===== config.mk =====
export PLATFORM = sky130hd
export DESIGN_NAME = cache_ctrl
export DESIGN_NICKNAME = d
export VERILOG_FILES = /design/src/rtl/cache_ctrl.sv
export SDC_FILE = /design/constraint.sdc
export NUM_CORES = 1
export LEC_CHECK = 0
export CAP_MARGIN = 20
export CORE_AREA = 2 2 127 129
export DETAILED_ROUTE_END_ITERATION = 10
export DIE_AREA = 0 0 129 131
export GPL_ROUTABILITY_DRIVEN = 0
export GPL_TIMING_DRIVEN = 0
export PLACE_DENSITY = 0.78
export SETUP_SLACK_MARGIN = 0.5
export SYNTH_ARGS = -nofsm -noshare
export SYNTH_HDL_FRONTEND = slang
export SYNTH_SLANG_ARGS = --single-unit

===== constraint.sdc =====
create_clock -name clk -period 5 [get_ports clk]
set_clock_uncertainty 0.05 [all_clocks]
set_input_delay 1 -clock clk [delete_from_list [all_inputs] [get_ports clk]]
set_output_delay 1 -clock clk [all_outputs]
set_load 0.02 [all_outputs]

===== src/rtl/cache_ctrl.sv =====
// cache_ctrl: write-back/write-allocate miss sequencer for a 2-way, 32-set, 4-word-line data cache.
// Define CACHE_STAT_EN to add saturating hit/miss/write-back counters.
module cache_ctrl #(
    parameter int ADDR_BITS  = 32,
    parameter int TAG_BITS   = 23,
    parameter int LINE_WORDS = 4
`ifdef CACHE_STAT_EN
    , parameter int STAT_WIDTH = 32
`endif
) (
    input  logic                  clk,
    input  logic                  rst,
    input  logic [ADDR_BITS-1:0]  req_addr,
    input  logic                  req_rd,
    input  logic                  req_wr,
    input  logic [2:0]            req_ubhw,
    input  logic [31:0]           req_wdata,
    output logic [31:0]           resp_rdata,
    output logic                  stall,
`ifdef CACHE_STAT_EN
    output logic [STAT_WIDTH-1:0] stat_hit,
    output logic [STAT_WIDTH-1:0] stat_miss,
    output logic [STAT_WIDTH-1:0] stat_wb,
`endif
    output logic [ADDR_BITS-1:0]  c_addr,
    output logic                  c_load,
    output logic                  c_store,
    output logic                  c_edit,
    output logic                  c_invalid,
    output logic [2:0]            c_ubhw,
    output logic [31:0]           c_din,
    input  logic                  c_hit,
    input  logic [31:0]           c_dout,
    input  logic                  c_valid,
    input  logic                  c_dirty,
    input  logic [TAG_BITS-1:0]   c_tag,
    output logic [ADDR_BITS-1:0]  mem_addr,
    output logic                  mem_cs,
    output logic                  mem_we,
    output logic [31:0]           mem_wdata,
    input  logic [31:0]           mem_rdata,
    input  logic                  mem_ack
);
    localparam int WB_BITS  = $clog2(LINE_WORDS);
    localparam int IDX_LO   = WB_BITS + 2;
    localparam int IDX_BITS = ADDR_BITS - TAG_BITS - IDX_LO;

    typedef enum logic [2:0] {IDLE, LOOKUP, WB, FILL, REPLAY} state_t;
    state_t state, nxt;

    logic [ADDR_BITS-1:0] a_addr;
    logic [2:0]           a_ubhw;
    logic [31:0]          a_wdata;
    logic                 a_st;
    logic [TAG_BITS-1:0]  vtag;
    logic [WB_BITS-1:0]   beat;
    logic                 wb_ph;
    logic                 replay;

    logic                 req, rpl, issue, iss_st, wb_mem, fill, hit, ack, last;
    logic [IDX_BITS-1:0]  idx;
    logic [ADDR_BITS-1:0] line_addr;

    assign req       = req_rd | req_wr;
    assign rpl       = state == REPLAY;
    assign issue     = rst && ((state == IDLE && req) || rpl);
    assign iss_st    = rpl ? a_st : req_wr;
    assign wb_mem    = state == WB && wb_ph;
    assign fill      = state == FILL;
    assign hit       = state == LOOKUP && c_hit;
    assign ack       = (wb_mem || fill) && mem_ack;
    assign last      = beat == WB_BITS'(LINE_WORDS - 1);
    assign idx       = a_addr[IDX_LO+IDX_BITS-1:IDX_LO];
    assign line_addr = {a_addr[ADDR_BITS-1:IDX_LO], beat, 2'b00};

    always_ff @(posedge clk or negedge rst) begin
        if (!rst) state <= IDLE;
        else state <= nxt;
    end

    always_comb begin
        nxt = state;
        case (state)
            IDLE:    nxt = req ? LOOKUP : IDLE;
            LOOKUP:  nxt = c_hit ? IDLE : (!replay && c_valid && c_dirty) ? WB : FILL;
            WB:      nxt = (ack && last) ? FILL : WB;
            FILL:    nxt = (ack && last) ? REPLAY : FILL;
            REPLAY:  nxt = LOOKUP;
            default: nxt = IDLE;
        endcase
    end

    // Each write-back beat spends one cycle addressing the victim word before the memory phase
    always_ff @(posedge clk or negedge rst) begin
        if (!rst) begin
            a_addr  <= '0;
            a_ubhw  <= '0;
            a_wdata <= '0;
            a_st    <= 1'b0;
            vtag    <= '0;
            beat    <= '0;
            wb_ph   <= 1'b0;
            replay  <= 1'b0;
        end else begin
            if (state == IDLE && req) begin
                a_addr  <= req_addr;
                a_ubhw  <= req_ubhw;
                a_wdata <= req_wdata;
                a_st    <= req_wr;
            end
            if (state == LOOKUP && !c_hit) vtag <= c_tag;
            if (ack) beat <= last ? '0 : beat + 1'b1;
            wb_ph  <= state == WB && !(wb_ph && mem_ack);
            replay <= rpl;
        end
    end

    always_comb begin
        stall      = state == IDLE ? req : !hit;
        resp_rdata = hit ? c_dout : '0;
        c_load     = issue && !iss_st;
        c_edit     = issue && iss_st;
        c_store    = fill && mem_ack;
        c_invalid  = 1'b0;
        c_ubhw     = issue ? (rpl ? a_ubhw : req_ubhw) : '0;
        c_addr     = issue ? (rpl ? a_addr : req_addr) :
                     state == WB ? {{TAG_BITS{1'b0}}, idx, beat, 2'b00} :
                     c_store ? line_addr : '0;
        c_din      = c_edit ? (rpl ? a_wdata : req_wdata) : c_store ? mem_rdata : '0;
        mem_cs     = wb_mem || fill;
        mem_we     = wb_mem;
        mem_addr   = wb_mem ? {vtag, idx, beat, 2'b00} : fill ? line_addr : '0;
        mem_wdata  = wb_mem ? c_dout : '0;
    end

`ifdef CACHE_STAT_EN
    always_ff @(posedge clk or negedge rst) begin
        if (!rst) begin
            stat_hit  <= '0;
            stat_miss <= '0;
            stat_wb   <= '0;
        end else begin
            if (hit && !replay && ~&stat_hit) stat_hit <= stat_hit + 1'b1;
            if (state == LOOKUP && !c_hit && ~&stat_miss) stat_miss <= stat_miss + 1'b1;
            if (state == LOOKUP && nxt == WB && ~&stat_wb) stat_wb <= stat_wb + 1'b1;
        end
    end
`endif
endmodule


==> results.txt, run 1 <==
Final Hold Violating Endpoints: 0
Worst-path clk slew: 70 ps
root buf cell: clkbuf_16
max-cap check violation count: 0
register area: 0.00245 mm2
cts hold-fix bufs: 0
maximum vdd drop: 0.000200 V
RR Startpoint: state[1]$_DFF_PN0_
initial antenna violation count: 2
TritonCTS clock tree: built
area of the multi-input gates: 0.00297 mm2
Net count, final: 1022
drt total wl: 19.3 mm
Core Area: 0.0156 mm2
layout cells sized above 1: 0.163
Synth cell types: 37
cell taking the most area after synthesis: dfrtp_1
Async S/R FF share, synth: 1.00
Mapped Cells: 513
DR vias/cell: 4.90
Crit Path Class: in -> out
Routed Antenna Nets: 0
CP Launch Point: rst
GR Util All Layers: 0.221
worst skew pair latency: 350 ps
Seq/Total Area, Yosys: 0.430
total global routing overflow: 0
largest net degree at the start of global routing: 52
RSZ-0062 raised after global routing: no
final non-filler cell total: 1081
Min Clock Period, post-route: 4330 ps
Syn Std Cell Area: 0.00570 mm2
# fillers: 1337
# DRC: 0
vias in the first global route: 5395
Max Slew Vio Count: 0
clk sinks: 98
final cycle utilization of the critical path: 0.865
IO Count: 332
placed cells: 1060
Hold Path Origin: a_wdata[5]$_DFFE_PN0P_
YS warnings: 0
leakage power: 0.00386 uW
Max H-tree Level: 3
CP max FO: 51
clock buffer depth: 2
P&R area growth vs syn: 69.4%
CP endpoint kind: output port
register bit total from synthesis: 98
Final setup viols: 0
dpl hpwl: 15.2 mm
Routed WL per cell: 17.9 um
Worst Hold Class: reg -> reg
Synth Flop Type: dfrtp_1
status: finished clean
Chip Width: 129 um
DR pass1 iterations: 4
Final TNS setup: 0 ps
EDFF count, synth: 0
worst endpoint required time: 3950 ps
vias: 5295
number of core rows: 46
top-count cell post-synth: dfrtp_1
Post-Syn Area per Cell: 11.1 um2
TritonCTS Buffers: 9
worst-margin pin slew: 639 ps
# port buffers: 328
Iter 0 DRT Violations: 198
pwr dens: 510 mW/mm2
critical path startpoint category: input port
Die ar.: 0.0169 mm2
Final Core Density: 0.619
Die Y: 131 um
Yosys top cell area share: 0.430
WP data arrival: 3280 ps
first-pass GRT wire length: 28.8 mm
ranking of synthesized cells by area: dfrtp_1, mux2_2, a22o_1
FMAX: 231 MHz
Worst slew margin: 0.573
top cells by count, synth: dfrtp_1, and2_1, mux2_2
post-route total power: 4920 uW
starting density of the core: 0.365
## cells in the final DEF, fill, tap and decap left out, drive strengths merged
cell and n:
and4b 2, a21oi 2, o31ai 1, mux2 93, mux2i 39, diode 1, nor2b 3, clkinvlp 1
a22o 52, nor4b 2, clkdlybuf4s50 324, dlymetal6s2s 3, o22ai 1, nand2 35, dfrtp 98, nor3b 3
a211oi 2, o21ai 33, nand3 2, a21o 1, o2bb2ai 2, ha 1, and2 72, clkinv 3
or3b 2, o211ai 1, nand2b 1, buf 40, nor2 13, o21bai 2, inv 5, conb 3
clkbuf 20, nor3 2
## critical path, stage by stage
cell,delay (ps)
buf_12,260
buf_16,220
or3b_4,440
o21bai_2,270
buf_4,250
a22o_1,170
clkdlybuf4s50_1,630
## registers in the layout, indices dropped and copies added (netlist names)
| register | cells |
|---|---|
| a_addr | 32 |
| a_wdata | 32 |
| vtag | 23 |
| a_ubhw | 3 |
| state | 3 |
| beat | 2 |
| a_st | 1 |
| replay | 1 |
| wb_ph | 1 |
## cells by family after synthesis
group / Yosys count / share of synthesized area
muxes: 132 / 0.252
and+or+nand+nor: 137 / 0.140
AOI/OAI and AO/OA: 97 / 0.124
buffers and inverters: 47 / 0.0501
other: 1 / 0.000658
DFF: 98 / 0.430
adders and majority gates: 1 / 0.00220
## metal layers
| layer | routed length [um] | GRT usage |
|---|---|---|
| met5 | 16 | 0 |
| met1 | 7390 | 0.244 |
| met2 | 9830 | 0.403 |
| met4 | 631 | 0.0914 |
| met3 | 1470 | 0.0611 |
## final cells by class
| class | count | share of cell area |
|---|---|---|
| sequential | 98 | 0.254 |
| clock inverter | 6 | 0.00519 |
| tap | 216 | 0.0280 |
| multi-input combinational | 370 | 0.308 |
| antenna | 1 | 0.000259 |
| clock buffer | 10 | 0.0248 |
| buffer | 44 | 0.0289 |
| timing repair buffer | 333 | 0.350 |
| inverter | 3 | 0.00117 |
## what timing repair did
action	4_1_cts	5_1_grt
endpoints found under the setup margin	56	54
buffers inserted	3	0
hold endpoints to repair	0	0
resized for setup	5	9
pin swaps	1	0
gates cloned	0	1
## stage by stage
step	setup WS (ps)	hold slack (ps)	area, um2
floorplan	1750	406	5700
global placement	-3780	417	9260
detailed placement	4.05	428	9280
CTS	521	444	9610
global route	543	465	9650
finish	673	439	9650
## path summary, 6_finish.rpt
kind                                            to  slack, ps  cells after the start
max                                     c_addr[23]        670                      7
min                         a_wdata[5]$_DFFE_PN0P_        440                      1
max reg2reg                 a_addr[23]$_DFFE_PN0P_       3000                      7
min reg2reg                 a_wdata[5]$_DFFE_PN0P_        440                      1
max in group asynchronous  a_wdata[19]$_DFFE_PN0P_       3940                      2
min in group asynchronous  a_wdata[24]$_DFFE_PN0P_        480                      1
## power by group
part	internal [uW]	switching [uW]	leakage (uW)
Clock	358	323	0.000141
Combinational	1470	1320	0.00256
Sequential	1200	241	0.00116
No activity file was read; power rests on OpenSTA's default activity.
==> run 2, diff against run 1 <==
--- a/config.mk
+++ b/config.mk
@@ -16,3 +16,4 @@
 export SYNTH_ARGS = -nofsm -noshare
 export SYNTH_HDL_FRONTEND = slang
 export SYNTH_SLANG_ARGS = --single-unit
+export TNS_END_PERCENT = 100
==> constraint.sdc (replaced) <==
create_clock -name clk -period 5.49 [get_ports clk]
set_clock_uncertainty 0.05 [all_clocks]
set_input_delay 1.098 -clock clk [delete_from_list [all_inputs] [get_ports clk]]
set_output_delay 1.098 -clock clk [all_outputs]
set_load 0.02 [all_outputs]
==> run 2 against run 1 <==
First-iteration DRC count decreased by 1.0%. Clock power down 9.3%. Combinational power decreased by 9.3%. Die area did not move. Clock-buffer cell count is the same. Worst setup slack gained 15 ps. Via count shrank 0.66%. Routed wire length down 1.3%. Final area fell by 0.39%. Sequential cell count unchanged. Critical path type unchanged.
==> results.txt, run 2 (synthesized netlist as in run 1, its figures left out) <==
critical path startpoint category: input port
maximum vdd drop: 0.000178 V (-11%)
status: finished clean
vias in the first global route: 5379 (-0.30%)
Post-DP Area: 0.00928 mm2 (unchanged)
WP data arrival: 3650 ps (+370 ps)
drt total wl: 19.1 mm (-1.3%)
Final TNS setup: 0 ps (unchanged)
placed cells: 1060 (unchanged)
number of core rows: 46 (unchanged)
Routed WL per cell: 17.7 um (-1.1%)
TritonCTS Buffers: 9 (unchanged)
Reg2Reg Depth: 7 (unchanged)
P&R area growth vs syn: 68.7%
largest registers: a_addr x32, a_wdata x32, vtag x23
initial antenna violation count: 1 (-1)
RR Endpoint: a_addr[23]$_DFFE_PN0P_
cts hold-fix bufs: 0 (unchanged)
dpl hpwl: 15.2 mm (unchanged)
Core Area: 0.0156 mm2 (unchanged)
Routed Antenna Nets: 0 (unchanged)
Hold Path Origin: a_wdata[5]$_DFFE_PN0P_
leakage power: 0.00379 uW (-1.9%)
most common cell after layout, fill and taps aside: clkdlybuf4s50_1
DP Worst Slack: 298 ps (+294 ps)
Worst Hold Class: reg -> reg
Worst slew margin: 0.572 (-0.00126)
Final Hold Violating Endpoints: 0 (unchanged)
max-cap check violation count: 0 (unchanged)
Net count, final: 1020 (-0.20%)
first-pass GRT wire length: 28.7 mm (-0.45%)
worst-margin pin slew: 641 ps (+1.89 ps)
Chip Width: 129 um (unchanged)
hold path depth: 1 (unchanged)
worst skew pair latency: 340 ps (about the same)
final non-filler cell total: 1079 (-0.19%)
starting density of the core: 0.365 (unchanged)
hold worst-path end: a_wdata[5]$_DFFE_PN0P_
DR pass1 iterations: 5 (+1)
# fillers: 1331 (-0.45%)
pwr dens: 465 mW/mm2 (-8.7%)
GR Util All Layers: 0.220 (-0.000873)
Max H-tree Level: 3 (unchanged)
IO Count: 332 (unchanged)
# port buffers: 328 (unchanged)
commonest cells after routing, fill and taps aside: clkdlybuf4s50_1, dfrtp_1, and2_1, mux2_2, a22o_1
clk sinks: 98 (unchanged)
largest net degree at the start of global routing: 52 (unchanged)
layout cells sized above 1: 0.157 (-0.00658)
Die Y: 131 um (unchanged)
Iter 0 DRT Violations: 196 (-1.0%)
root buf cell: clkbuf_16
Final Core Density: 0.616 (-0.00241)
Max Slew Vio Count: 0 (unchanged)
FMAX: 208 MHz
RSZ-0062 raised after global routing: no
DR vias/cell: 4.87 (-0.48%)
# DRC: 0 (unchanged)
register area: 0.00245 mm2 (unchanged)
area of the multi-input gates: 0.00297 mm2 (unchanged)
Die ar.: 0.0169 mm2 (unchanged)
CP endpoint kind: output port
setup slack after layout: 689 ps (+15.5 ps)
Min Clock Period, post-route: 4800 ps
TritonCTS clock tree: built
CP max FO: 10 (-80%)
clock buffer depth: 2 (unchanged)
final cycle utilization of the critical path: 0.875
Final setup viols: 0 (unchanged)
total global routing overflow: 0 (unchanged)
fin area: 0.00961 mm2 (-0.39%)
vias: 5260 (-0.66%)
RR Startpoint: state[1]$_DFF_PN0_
flop2flop setup slack: 3500 ps (+500 ps)
Crit Path Class: in -> out
Worst-path clk slew: 70 ps (about the same)
worst endpoint required time: 4340 ps (+390 ps)
[run 2: worst max path at each step]
stage | slack (ps) | start | to | cells past startpoint
2_1_floorplan | 2040 | rst | c_load | 3
3_3_place_gp | -3480 | rst | c_din[14] | 5
3_5_place_dp | 300 | rst | c_addr[23] | 7
4_1_cts | 550 | rst | c_addr[23] | 7
5_1_grt | 520 | mem_ack | c_din[25] | 7
6_report | 690 | mem_ack | c_addr[23] | 7
[run 2: area by class of cell]
type	instances	share of cell area
Antenna cell	1	0.000260
Buffer	44	0.0285
Clock buffer	10	0.0249
Clock inverter	6	0.00521
Inverter	3	0.00117
Multi-Input combinational cell	370	0.309
Sequential cell	98	0.255
Tap cell	216	0.0281
Timing Repair Buffer	331	0.348
[run 2: timing repair]
item | CTS | global route
resized for setup | 2 | 1
gates cloned | 0 | 0
setup buffers | 0 | 2
pin swaps | 0 | 1
setup endpoints to repair | 21 | 11
[run 2: routing by layer]
metal / part of all wire / track usage / up-vias
met5: 0 / 0 / -
met4: 0.033 / 0.0914 / 0
met3: 0.078 / 0.0615 / 40
met2: 0.51 / 0.402 / 203
met1: 0.38 / 0.242 / 2506
li1: - / - / 2511
[run 2: report_power, final]
group / total (uW) / switching (uW) / internal [uW]
logic: 2540 / 1200 / 1340
registers: 1310 / 219 / 1090
clock network: 617 / 292 / 326
total: 4470 / 1710 / 2760
[run 2: worst max-delay path: stages]
cell and delay, ps:
clkdlybuf4s50_1 610, and4b_1 230, clkbuf_1 380, o21bai_2 280, buf_4 250, a22o_1 170
clkdlybuf4s50_1 630
[run 2: through the flow]
step                power [uW]  hold WS (ps)
floorplan                 2770           406
global placement          3830           417
detailed placement        3890           428
CTS                       4510           444
global route              4750           465
finish                    4470           439
==> run 3, diff against run 2 <==
--- a/config.mk
+++ b/config.mk
@@ -11,6 +11,7 @@
 export DIE_AREA = 0 0 129 131
 export GPL_ROUTABILITY_DRIVEN = 0
 export GPL_TIMING_DRIVEN = 0
+export HOLD_SLACK_MARGIN = 0.08
 export PLACE_DENSITY = 0.78
 export SETUP_SLACK_MARGIN = 0.5
 export SYNTH_ARGS = -nofsm -noshare
==> results of run 3 <==
Same layout as run 2: the final DEF is identical, and so are final timing and power.
